===== src/rtl/hdmi_scanout.sv =====
// hdmi_scanout: 640x480 video timing generator and framebuffer scanout.
// Scans a half-resolution RGB565 framebuffer at 2x scale and emits RGB888
// with DE/hSync/vSync aligned to the pixel data through a fixed-depth pipeline.
module hdmi_scanout #(
    parameter int unsigned H_ACTIVE     = 640,
    parameter int unsigned H_FRONT      = 16,
    parameter int unsigned H_SYNC       = 96,
    parameter int unsigned H_BACK       = 48,
    parameter int unsigned V_ACTIVE     = 480,
    parameter int unsigned V_FRONT      = 10,
    parameter int unsigned V_SYNC       = 2,
    parameter int unsigned V_BACK       = 33,
    parameter int unsigned FB_WIDTH     = 320,
    parameter int unsigned ADDR_WIDTH   = 17,
    parameter int unsigned FB_BASE0     = 0,
    parameter int unsigned FB_BASE1     = 76800,
    parameter int unsigned READ_LATENCY = 1
) (
    input  logic                  clk,
    input  logic                  reset,
    input  logic                  fbHDMI,
    input  logic [15:0]           memData,
    output logic [ADDR_WIDTH-1:0] memAddr,
    output logic                  memRead,
    output logic [23:0]           rgb,
    output logic                  de,
    output logic                  hSync,
    output logic                  vSync,
    output logic                  frameStart
);

    localparam int unsigned H_TOTAL = H_ACTIVE + H_FRONT + H_SYNC + H_BACK;
    localparam int unsigned V_TOTAL = V_ACTIVE + V_FRONT + V_SYNC + V_BACK;
    localparam int unsigned HW      = $clog2(H_TOTAL);
    localparam int unsigned VW      = $clog2(V_TOTAL);
    // Counter-to-pin latency: address register, memory latency, colour register.
    localparam int unsigned L       = READ_LATENCY + 2;

    localparam logic [HW-1:0] H_LAST    = HW'(H_TOTAL - 1);
    localparam logic [HW-1:0] H_ACT_END = HW'(H_ACTIVE);
    localparam logic [HW-1:0] HS_START  = HW'(H_ACTIVE + H_FRONT);
    localparam logic [HW-1:0] HS_END    = HW'(H_ACTIVE + H_FRONT + H_SYNC);

    localparam logic [VW-1:0] V_LAST     = VW'(V_TOTAL - 1);
    localparam logic [VW-1:0] V_ACT_END  = VW'(V_ACTIVE);
    localparam logic [VW-1:0] V_LAST_ACT = VW'(V_ACTIVE - 1);
    localparam logic [VW-1:0] VS_START   = VW'(V_ACTIVE + V_FRONT);
    localparam logic [VW-1:0] VS_END     = VW'(V_ACTIVE + V_FRONT + V_SYNC);

    localparam logic [ADDR_WIDTH-1:0] BASE0    = ADDR_WIDTH'(FB_BASE0);
    localparam logic [ADDR_WIDTH-1:0] BASE1    = ADDR_WIDTH'(FB_BASE1);
    localparam logic [ADDR_WIDTH-1:0] ROW_STEP = ADDR_WIDTH'(FB_WIDTH);

    logic [HW-1:0]         h_cnt_q, h_cnt_d;
    logic [VW-1:0]         v_cnt_q, v_cnt_d;
    logic                  fb_latched_q, fb_latched_d;
    logic [ADDR_WIDTH-1:0] row_off_q, row_off_d;
    logic [ADDR_WIDTH-1:0] mem_addr_q, mem_addr_d;
    logic                  mem_read_q, mem_read_d;
    logic                  frame_start_q, frame_start_d;
    logic [23:0]           rgb_q, rgb_d;
    logic [L-1:0]          act_dly_q, act_dly_d;
    logic [L-1:0]          hs_dly_q, hs_dly_d;
    logic [L-1:0]          vs_dly_q, vs_dly_d;

    logic                  h_wrap, v_wrap;
    logic                  act, hs, vs;
    logic                  frame_top;
    logic                  fb_sel;
    logic [ADDR_WIDTH-1:0] base_addr;
    logic [ADDR_WIDTH-1:0] row_off_cur;
    logic [ADDR_WIDTH-1:0] fetch_addr;

    // Raster counters: h wraps every line, v advances on each h wrap.
    always_comb begin
        h_wrap  = (h_cnt_q == H_LAST);
        v_wrap  = (v_cnt_q == V_LAST);
        h_cnt_d = h_cnt_q + 1'b1;
        v_cnt_d = v_cnt_q;
        if (h_wrap) begin
            h_cnt_d = '0;
            v_cnt_d = v_wrap ? '0 : v_cnt_q + 1'b1;
        end
    end

    // Stage-0 region decode straight from the counters.
    always_comb begin
        act = (h_cnt_q < H_ACT_END) && (v_cnt_q < V_ACT_END);
        hs  = (h_cnt_q >= HS_START) && (h_cnt_q < HS_END);
        vs  = (v_cnt_q >= VS_START) && (v_cnt_q < VS_END);
    end

    // Fetch address: base + row offset + h/2. At (0,0) the select input is used
    // directly so the first fetch of a frame already sees the newly latched base.
    always_comb begin
        frame_top   = (h_cnt_q == '0) && (v_cnt_q == '0);
        fb_sel      = frame_top ? fbHDMI : fb_latched_q;
        base_addr   = fb_sel ? BASE1 : BASE0;
        row_off_cur = frame_top ? '0 : row_off_q;
        fetch_addr  = base_addr + row_off_cur + ADDR_WIDTH'(h_cnt_q[HW-1:1]);
    end

    // Frame latch and row offset; the offset steps after each odd active line
    // so every framebuffer row is scanned on two consecutive lines.
    always_comb begin
        fb_latched_d = fb_latched_q;
        row_off_d    = row_off_q;
        if (frame_top) begin
            fb_latched_d = fbHDMI;
            row_off_d    = '0;
        end else if (h_wrap && v_cnt_q[0] && (v_cnt_q < V_LAST_ACT)) begin
            row_off_d = row_off_q + ROW_STEP;
        end
    end

    // Memory request stage; the address holds while no read is issued.
    always_comb begin
        mem_read_d    = act;
        mem_addr_d    = act ? fetch_addr : mem_addr_q;
        frame_start_d = frame_top;
    end

    // Timing delay lines matching the memory read path.
    always_comb begin
        act_dly_d = {act_dly_q[L-2:0], act};
        hs_dly_d  = {hs_dly_q[L-2:0], hs};
        vs_dly_d  = {vs_dly_q[L-2:0], vs};
    end

    // RGB565 to RGB888 by MSB replication; blanked outside the active region.
    always_comb begin
        rgb_d = '0;
        if (act_dly_q[L-2]) begin
            rgb_d = {memData[15:11], memData[15:13],
                     memData[10:5],  memData[10:9],
                     memData[4:0],   memData[4:2]};
        end
    end

    // State register for counters, latch and row offset.
    always_ff @(posedge clk or negedge reset) begin
        if (!reset) begin
            h_cnt_q      <= '0;
            v_cnt_q      <= '0;
            fb_latched_q <= 1'b0;
            row_off_q    <= '0;
        end else begin
            h_cnt_q      <= h_cnt_d;
            v_cnt_q      <= v_cnt_d;
            fb_latched_q <= fb_latched_d;
            row_off_q    <= row_off_d;
        end
    end

    // Pipeline registers feeding memory and the output pins.
    always_ff @(posedge clk or negedge reset) begin
        if (!reset) begin
            mem_addr_q    <= '0;
            mem_read_q    <= 1'b0;
            frame_start_q <= 1'b0;
            rgb_q         <= '0;
            act_dly_q     <= '0;
            hs_dly_q      <= '0;
            vs_dly_q      <= '0;
        end else begin
            mem_addr_q    <= mem_addr_d;
            mem_read_q    <= mem_read_d;
            frame_start_q <= frame_start_d;
            rgb_q         <= rgb_d;
            act_dly_q     <= act_dly_d;
            hs_dly_q      <= hs_dly_d;
            vs_dly_q      <= vs_dly_d;
        end
    end

    assign memAddr    = mem_addr_q;
    assign memRead    = mem_read_q;
    assign frameStart = frame_start_q;
    assign rgb        = rgb_q;
    assign de         = act_dly_q[L-1];
    assign hSync      = hs_dly_q[L-1];
    assign vSync      = vs_dly_q[L-1];

endmodule


===== config.mk =====
export PLATFORM = sky130hd
export DESIGN_NAME = hdmi_scanout
export DESIGN_NICKNAME = d
export VERILOG_FILES = /design/src/rtl/hdmi_scanout.sv
export SDC_FILE = /design/constraint.sdc
export NUM_CORES = 1
export LEC_CHECK = 0
export CORE_MARGIN = 4
export CORE_UTILIZATION = 53
export CTS_CLUSTER_DIAMETER = 150
export DETAILED_ROUTE_END_ITERATION = 6
export GPL_ROUTABILITY_DRIVEN = 0
export PLACE_DENSITY = 0.79
export SYNTH_ARGS = -nofsm -noshare
export SYNTH_HDL_FRONTEND = slang
export SYNTH_SLANG_ARGS = --single-unit

===== constraint.sdc =====
create_clock -name clk -period 4.9 [get_ports clk]
set_clock_uncertainty 0.2 [all_clocks]
set_input_delay 0.49 -clock clk [delete_from_list [all_inputs] [get_ports clk]]
set_output_delay 0.49 -clock clk [all_outputs]
set_load 0.005 [all_outputs]

Word level (Yosys, flattened, before mapping):

Cells that the tools add are included.

* register bits: 90
* word-level logic and storage cells: 42
* output and inout bits: 46

* reductions and logical operators: 9
* add/sub/neg operators: 5
* $lt $le $gt $ge: 7
* eq/ne operators: 2
* multiplexer cells: 8

Operator list (count)
* 17-bit two-way mux: 4
* 10-bit by 9-bit less-than comparator with 1-bit output (second input constant): 3
* 24-bit two-way mux: 1
* 10-bit by 1-bit adder with 10-bit output (second input constant): 2
* 10-bit equality test (second input constant): 2
* 10-bit zero test: 2
* 10-bit less-than comparator (second input constant): 2
* 10-bit two-way mux: 2
* 17-bit adder: 1
* 17-bit by 9-bit adder with 17-bit output: 1
* 17-bit by 9-bit adder with 17-bit output (second input constant): 1
* 10-bit >= comparator (second input constant): 1
* 10-bit by 9-bit >= comparator with 1-bit output (second input constant): 1
* 1-bit logical AND: 6
* 2-bit nonzero test: 1
* 1-bit two-way mux: 1

Logic depth before layout (Yosys ltp):

* depth after elaboration: 6
* gate-level depth with buffers: 14

Worst setup path after synthesis:

No wires, ideal clock.

* kind: reg2reg
* start: reg v_cnt_q[0]
* end: reg mem_addr_q[11] (netlist: memAddr[11])
* arrival: 3.408 ns
* clock period less this slack: 3.743 ns
* setup time: 0.135 ns
* path slack: 1.157 ns
* cell stages (with the launch flop): 15
* required time: 4.565 ns
* path through: dfrtp_1 inv_1 ha_1 or4b_1 nand4bb_1 or2_1 buf_2 and2_1 ha_1 a21oi_1 o21ai_0 or3_1 a41oi_1 xor2_1 o21ai_0

* cells in the longest elaborated chain, start to end: 6
* elaborated cells on any way between the ends: 9

Ends and longest elaborated chain
* start: declaration: RTL line 55 `logic [VW-1:0] v_cnt_q, v_cnt_d;`
* start signal: assignment: RTL line 149 `v_cnt_q <= v_cnt_d;`
* 10-bit zero test: RTL line 96 `frame_top = (h_cnt_q == '0) && (v_cnt_q == '0);`
* 1-bit logical AND: RTL line 96
* 1-bit two-way mux
* 17-bit two-way mux: RTL line 98 `base_addr = fb_sel ? BASE1 : BASE0;`
* 17-bit adder: RTL line 100 `fetch_addr = base_addr + row_off_cur + ADDR_WIDTH'(h_cnt_q[HW-1:1]);`
* 17-bit by 9-bit adder with 17-bit output: RTL line 100
* end signal: assignment: RTL line 166 `mem_addr_q <= mem_addr_d;`
* end: declaration: RTL line 58 `logic [ADDR_WIDTH-1:0] mem_addr_q, mem_addr_d;`

Several ways; a longest one is shown, not always the timed one.
A chain may end at the register's enable or synchronous reset.

Final worst setup path:

Same ends and word-level chain as after synthesis.

==> out/qor.yml <==
finalHoldViolCount: 0
grt_usage_pct: 19.31
dr_total_vias: 3081
clk_pin_slew_ns: 0.08
synthArstFlopShare_pct: 100.0
worstMarginPinSlew_ns: 1.032
synth.cells.most_frequent: "75 x dfrtp_1, 44 x nand2_1, 32 x o21ai_0, 31 x nor2_1, 23 x and2_1"
drv_cap: 0
ys_ff_latch: 75
hp-class: "primary input to asynchronous set/reset pin"
ctsHoldBuffers: 0
yosys.area.top_type: "dfrtp_1"
end_kind: "flip-flop"
cp-start-kind: "flip-flop"
finalSetupTns_ns: 0
yosysWarnings: 0
cts_buffer_depth: 2
boundaryPins: 65
final_max_slew_viol_count: 0
drt_iter0_drc: 193
grt_pass1_vias: 2868
cp.required_ns: 4.89
cts-root-buf: "clkbuf_8"
dieWidth_um: 94.07
dp_hpwl_um: 5932
cp.arrival_ns: 4.05
coreArea_sq_um: 7214
syn_inst: 403
power_leakage_uw: 0.002138
seq_area_sq_um: 1877
rsz0062_at_grt: "false"
holdWs_ns: 0.06890
seq_area_frac_synth_pct: 47.80
start_util_pct: 54.42
io_buffers: 64
syn_to_final_growth_pct: 23.93
fill_cells: 582
drtPass1Iterations: 5
grt_pass1_wl_um: 13550
layout_min_cycle_time_ns: 4.056
setup_slack_ns: 0.8444
wire_per_inst_um: 14.39
worst-path-buf-inv: 1
drc: 0
grt_overflow: 0
cts_tree: "done"
ys.flop_type: "dfrtp_1"
syn_area_sq_um: 3926
cp_slowest_cell: "dfrtp_1"
cts.sinks: 75
post_cts_buffers: 0
synth_top_area_share_pct: 47.80
fin_nets: 501
antenna_found_initial: 0
drive_gt1_share_pct: 5.769
syn_avg_cell_area_sq_um: 9.743
routed_via_density: 5.434
postRouteAntennaNets: 0
die_h_um: 94.07
pre_cts_slack_ns: 0.8490
worstPathMaxFanout: 12
cp_cell_sequence: "inv_1, ha_1, or4b_1, nand4bb_1, or2_1, and2_1, ha_1, a21oi_1, o21ai_0, or3_1, a41oi_1, xor2_1, o21ai_0"
cpPeakStageDelay_ns: 0.46
max_clock_freq_ghz: 0.2466
htreeDepth: 3
cpLargestDelayFamily: "simple AND/OR/NAND/NOR gates"
ys_types: 54
synth-edff-count: 0
synthTopCellsByArea: "dfrtp_1 48%, ha_1 5.7%, nand2_1 4.2%"
path_class: "flip-flop to flip-flop"
antenna_cells: 0
multi_input_area_sq_um: 1893
grt_max_degree: 76
totalWireLength_um: 8158
setup_violations: 0
peakVddDrop_v: 0.0001576
yosys.cell_count.top_type: "dfrtp_1"
max-slew-margin-rel_pct: 31.05
dieArea_sq_um: 8849
timing.final.crit_share_pct: 82.77
run_status: "complete, no violations"
numCtsBuffers: 9
cts_resized: 0
clk_latency_ns: 0.34
powerDensity_nw_per_um2: 278.6
fp-row-count: 31
[worst paths after layout]
check                       startpoint      endpoint  slack [ns]  depth (start not counted)
max                         v_cnt_q[0]   memAddr[11]        0.84                         13
min                              reset    memAddr[1]        0.07                          1
max reg2reg                 v_cnt_q[0]   memAddr[11]        0.84                         13
min reg2reg                hs_dly_q[1]   hs_dly_q[2]        0.15                          0
max in group asynchronous        reset  fb_latched_q        3.81                          1
min in group clk           hs_dly_q[1]   hs_dly_q[2]        0.15                          0
[cell usage in the layout, fill, tap and decap left out, drive strengths merged, types with 3 or more instances in the layout]
master / synthesis / final
nor3: 9 / 9
conb: 2 / 8
dfrtp: 75 / 75
ha: 18 / 18
nand3b: 4 / 4
buf: 12 / 3
or2: 4 / 4
o21a: 5 / 5
nor4: 4 / 4
xnor2: 15 / 15
o21ai: 32 / 32
clkdlybuf4s50: 0 / 63
and4: 3 / 3
nand2b: 3 / 3
or3: 4 / 4
nor4b: 3 / 3
xor2: 13 / 13
nand2: 44 / 44
a31oi: 4 / 4
inv: 12 / 12
a21oi: 12 / 12
nor2: 32 / 32
and3: 6 / 6
nand4: 5 / 5
bufinv: 0 / 4
o31ai: 8 / 8
and2: 23 / 23
nand3: 13 / 13
clkbuf: 11 / 10
[cells by family (layout without fill, tap and decap cells)]
family | count (synthesis) | count (layout) | synth area share, %
AO/OA/AOI/OAI | 74 | 74 | 11.34
other | 2 | 8 | 0.1913
AND/OR/NAND/NOR | 167 | 167 | 22.82
buffers and inverters | 35 | 94 | 4.557
adder cells (fa/ha/maj) | 19 | 19 | 6.246
XOR/XNOR | 28 | 28 | 6.246
flip-flops | 75 | 75 | 47.80
multiplexers | 3 | 3 | 0.7967
[power breakdown]
part,switching (uW),internal (uW),total [uW],leakage [uW]
logic,34.1,50.3,84.4,0.00105
registers,5.37,631,636,0.000953
clock network,230,405,635,0.000133
total,270,1090,1360,0.00214
[routing by layer]
| layer | track usage [%] | vias up | share of wire (%) | wire [um] |
|---|---|---|---|---|
| li1 | - | 1498 | - | - |
| met1 | 26.18 | 1452 | 45 | 3645 |
| met2 | 29.75 | 113 | 46 | 3748 |
| met3 | 4.087 | 18 | 6.7 | 550 |
| met4 | 8.785 | 0 | 2.6 | 213 |
| met5 | 0 | - | 0 | 0 |
[per-stage QoR]
stage          power (uW)  utilization, %  instance area [sq um]  instances
2_1_floorplan       677.0               -                   3949        409
3_3_place_gp        731.2           63.65                   4592        551
3_5_place_dp        733.5           63.65                   4592        551
4_1_cts              1368           67.45                   4866        567
5_1_grt              1409           67.45                   4866        567
6_report             1355           67.45                   4866        567
[flip-flops by register name, summed over array words and instances (netlist names)]
signal / flops
h_cnt_q: 10
memAddr: 17
v_cnt_q: 10
fb_latched_q: 1
frameStart: 1
hs_dly_q: 3
rgb: 16
act_dly_q: 3
vs_dly_q: 3
row_off_q: 11
[cell type report]
cell class	instances	share of cell area (%)
Timing Repair Buffer	66	13.42
Clock buffer	10	2.828
Inverter	12	0.9257
Multi-Input combinational cell	299	38.90
Clock inverter	6	2.803
Sequential cell	75	38.57
Tap cell	99	2.546
Power figures use the tool's default switching activity.
